===== src/rtl/piso_bit_serializer.sv =====
// Parallel-in/serial-out word serializer with valid/ready load and shift-enable stall.
// Optional even-parity trailer bit enabled by defining PISO_PARITY_EN.
module piso_bit_serializer #(
    parameter int unsigned WIDTH     = 8,
    parameter bit          MSB_FIRST = 1'b1
) (
    input  logic             clk,
    input  logic             reset,
    input  logic [WIDTH-1:0] load_data,
    input  logic             load_valid,
    output logic             load_ready,
    input  logic             shift_en,
    output logic             ser_out,
    output logic             ser_valid,
    output logic             busy,
    output logic             word_done
);

`ifdef PISO_PARITY_EN
    localparam int unsigned NBITS = WIDTH + 1;
`else
    localparam int unsigned NBITS = WIDTH;
`endif
    localparam int unsigned CNT_W = $clog2(NBITS);

    typedef enum logic {
        IDLE,
        SHIFT
    } state_t;

    state_t             state_q, state_d;
    logic [WIDTH-1:0]   sreg_q, sreg_d;
    logic [CNT_W-1:0]   cnt_q, cnt_d;
    logic               last_bit;
    logic               accept;
    logic               data_bit;
`ifdef PISO_PARITY_EN
    logic               par_q, par_d;
`endif

    always_ff @(posedge clk or negedge reset) begin
        if (!reset) begin
            state_q <= IDLE;
            sreg_q  <= '0;
            cnt_q   <= '0;
`ifdef PISO_PARITY_EN
            par_q   <= 1'b0;
`endif
        end else begin
            state_q <= state_d;
            sreg_q  <= sreg_d;
            cnt_q   <= cnt_d;
`ifdef PISO_PARITY_EN
            par_q   <= par_d;
`endif
        end
    end

    // Outputs are decoded from state so an async reset clears them in the same cycle.
    always_comb begin
        last_bit   = (state_q == SHIFT) && (cnt_q == CNT_W'(NBITS - 1));
        word_done  = last_bit && shift_en;
        load_ready = (state_q == IDLE) || word_done;
        accept     = load_valid && load_ready;
        ser_valid  = (state_q == SHIFT);
        busy       = (state_q == SHIFT);
        data_bit   = MSB_FIRST ? sreg_q[WIDTH-1] : sreg_q[0];
`ifdef PISO_PARITY_EN
        ser_out    = (state_q == SHIFT) && ((cnt_q == CNT_W'(WIDTH)) ? par_q : data_bit);
`else
        ser_out    = (state_q == SHIFT) && data_bit;
`endif
    end

    always_comb begin
        state_d = state_q;
        sreg_d  = sreg_q;
        cnt_d   = cnt_q;
`ifdef PISO_PARITY_EN
        par_d   = par_q;
`endif
        if (accept) begin
            // Covers both IDLE loads and back-to-back reload on the final bit.
            state_d = SHIFT;
            sreg_d  = load_data;
            cnt_d   = '0;
`ifdef PISO_PARITY_EN
            par_d   = ^load_data;
`endif
        end else if ((state_q == SHIFT) && shift_en) begin
            if (last_bit) begin
                state_d = IDLE;
                sreg_d  = '0;
                cnt_d   = '0;
            end else begin
                cnt_d = cnt_q + CNT_W'(1);
                if (MSB_FIRST) begin
                    sreg_d = {sreg_q[WIDTH-2:0], 1'b0};
                end else begin
                    sreg_d = {1'b0, sreg_q[WIDTH-1:1]};
                end
            end
        end
    end

endmodule


===== config.mk =====
export PLATFORM = sky130hd
export DESIGN_NAME = piso_bit_serializer
export DESIGN_NICKNAME = d
export VERILOG_FILES = /design/src/rtl/piso_bit_serializer.sv
export SDC_FILE = /design/constraint.sdc
export NUM_CORES = 1
export LEC_CHECK = 0
export BUFFER_PORTS_ARGS = -buffer_cell sky130_fd_sc_hd__buf_2
export CORE_MARGIN = 3
export CORE_UTILIZATION = 54
export DETAILED_ROUTE_END_ITERATION = 7
export GPL_ROUTABILITY_DRIVEN = 0
export PLACE_DENSITY = 0.78
export SYNTH_ARGS = -nofsm -noshare
export SYNTH_HDL_FRONTEND = slang
export SYNTH_SLANG_ARGS = --single-unit

===== constraint.sdc =====
create_clock -name clk -period 1.8 [get_ports clk]
set_input_delay 0.18 -clock clk [delete_from_list [all_inputs] [get_ports clk]]
set_output_delay 0.18 -clock clk [all_outputs]
set_load 0.02 [all_outputs]

==> impl_metrics.toml <==
[run_status]
status = "completed"

[global_routing]
antenna_found_initial = 0
grt_usage_pct = 17.7
grt_pass1_vias = 655
grt_max_degree = 20
overflow = 0
grt_pass1_wl_um = 2770

[worst_setup_path]
critPathCaptureType = "output pin"
arrival_ps = 1510
worst_r2r_path_depth = 5
slowest_delay_ps = 390
path_buf_inv = 1
start_kind = "flip-flop"
r2r_end = "sreg_q[1]"
worstPathMaxFanout = 19
cp.required_ps = 1620
worst-setup-path-type = "reg -> out"
worstReg2RegStart = "cnt_q[0]"
crit_chain = "ha_1 > ha_4 > and3_1 > buf_2"
reg2reg_slack_ps = 260
critical-path-slowest-cell = "dfrtp_1"
cpLargestDelayFamily = "adder cells"

[clock_network]
cts_setup_buffers = 0
cts_max_path_buffers = 2
htree_levels = 1
clk_pin_slew_ps = 80
cts.sinks = 12
cts_tree = "built"
clockRootBuffer = "clkbuf_4"
clock_latency_ps = 280
cts_buffers = 3

[yosys]
synth_nets = 113
yosys.area.top_type = "dfrtp_1"
avgSynthCellArea_um2 = 9.40
synth.area.top_cells = "dfrtp_1, a211oi_2, and2b_1"
ys.flop_type = "dfrtp_1"
async_flop_share_pct = 100
synth_area_um2 = 931
ys_ff_latch = 12
synth_common_cells = "dfrtp_1, inv_1, a21oi_1"
yosys.cell_count.top_type = "dfrtp_1"
yosysSeqAreaShare_pct = 32.3
synth_edf_count = 0
yosysWarnings = 0
syn-instance-count = 99
netlist-cell-type-count = 31
synth_top_area_share_pct = 32.3

[final_layout]
n_antenna_cell = 0
syn_to_final_growth_pct = 7.12
stdcell_count = 126
fill_cells = 133
drive_gt1_share_pct = 34.5
finalNetCount = 126

[sta]
finalHoldViolCount = 0
slew_violations = 0
timing.final.crit_share_pct = 94.0
fmax_mhz = 591
final.setup.tns_ps = 0
rsz0062_at_grt = "no"
finalCriticalPeriod_ps = 1690
skew_ps = 0.831
slew_headroom_pct = 71.7
worstMarginPinSlew_ps = 424
finalSetupViolations = 0

[place]
dp_hpwl_um = 1220
portBuffers = 16
dp_cells = 122

[worst_hold_path]
hold_end = "sreg_q[5]"
hp-start = "load_data[5]"
hold_path_class = "in -> reg"
min_path_cells = 3

[drt]
final_antenna_net_count = 0
wl_per_cell_um = 14.3
drc = 0
num_vias = 724
drt_first_pass_iters = 4
routed_wl_um = 1800
vias_per_cell = 5.75
drt-initial-drc-count = 6

[floorplan]
die-area_mm2 = 0.00226
io_pins = 17
core_region_area_mm2 = 0.00156
die_h_um = 47.5
die_width_um = 47.5
num_rows = 14
initial_core_util_pct = 59.7

[run]
drv_cap = 0

[power]
ir_drop_mv = 0.555
leakagePower_nw = 0.482
power_density_mw_per_mm2 = 1130
==> layout make-up <==
cell class / instances / area, um2 / share of cell area, %
Sequential cell: 12 / 300 / 30.1
Timing Repair Buffer: 17 / 90.1 / 9.03
Tap cell: 16 / 20.0 / 2.01
Inverter: 11 / 41.3 / 4.14
Multi-Input combinational cell: 67 / 523 / 52.4
Clock buffer: 3 / 22.5 / 2.26
==> power by group <==
part           switching (mW)  internal (mW)
Combinational           0.248          0.270
Sequential             0.0781          0.358
Clock                  0.0959         0.0777
Total                   0.422          0.706
==> stage by stage <==
step / hold slack [ps] / instance area, um2 / util, % / power [mW] / setup WS [ps]
detailed placement: 80.0 / 952 / 61.1 / 0.930 / 11.1
global route: 134 / 997 / 64.0 / 1.21 / 10.0
floorplan: -116 / 931 / - / 0.859 / 221
CTS: 134 / 987 / 63.3 / 1.11 / 12.7
finish: 135 / 997 / 64.0 / 1.13 / 108
global placement: 73.0 / 952 / 61.1 / 0.912 / 69.4
==> placed cells by master (no fill, tap or decap), types with 2 or more instances in the layout <==
cell type	netlist	routed
and2b_1	7	7
mux2i_1	2	2
mux2_4	3	3
mux2_1	2	2
nand2b_1	3	3
dfrtp_1	12	12
inv_1	11	11
o21ai_1	7	7
nor2_2	4	4
a22o_1	2	2
nor2_1	4	4
a21oi_1	8	8
a211oi_2	7	7
buf_2	2	16
clkbuf_4	0	3
mux2_2	2	2
nand2_1	4	4
==> state kept, by name (all words and copies together), names as in the netlist <==
| name | count |
|---|---|
| busy | 1 |
| cnt_q | 3 |
| sreg_q | 8 |
==> repair_timing <==
item,4_1_cts,5_1_grt
endpoints found under the setup margin,2,2
hold buffers,1,0
endpoints found under the hold margin,12,0
resized for setup,1,1
==> kinds of logic (layout without fill, tap and decap cells) <==
logic type / Yosys count / count (layout) / synth area share, %
compound gates: 27 / 27 / 21.6
mux: 9 / 9 / 11.8
fa+ha+maj: 2 / 2 / 2.69
flops: 12 / 12 / 32.3
buf+inv: 20 / 31 / 12.9
simple gates: 29 / 29 / 18.7
==> routing by layer <==
metal  track usage, %  vias to the layer above  part of all wire (%)
li1                 -                      362                     -
met1             23.0                      336                    48
met2             27.0                       21                    46
met3             2.26                        5                   4.1
met4             12.2                        0                   2.3
met5                0                        -                     0
==> tightest hold or removal path, cell delays in order <==
cell and delay [ps]:
buf_2 90, inv_1 50, a211oi_2 50
==> how the worst max path moves through the flow <==
stage	from	end	slack (ps)	cells past startpoint
3_3_place_gp	cnt_q[0]	sreg_q[6]	70	5
2_1_floorplan	cnt_q[0]	sreg_q[3]	220	7
6_report	cnt_q[0]	word_done	110	4
4_1_cts	cnt_q[0]	word_done	10	4
5_1_grt	cnt_q[0]	load_ready	10	5
3_5_place_dp	cnt_q[0]	sreg_q[7]	10	5
Power figures use the tool's default switching activity.
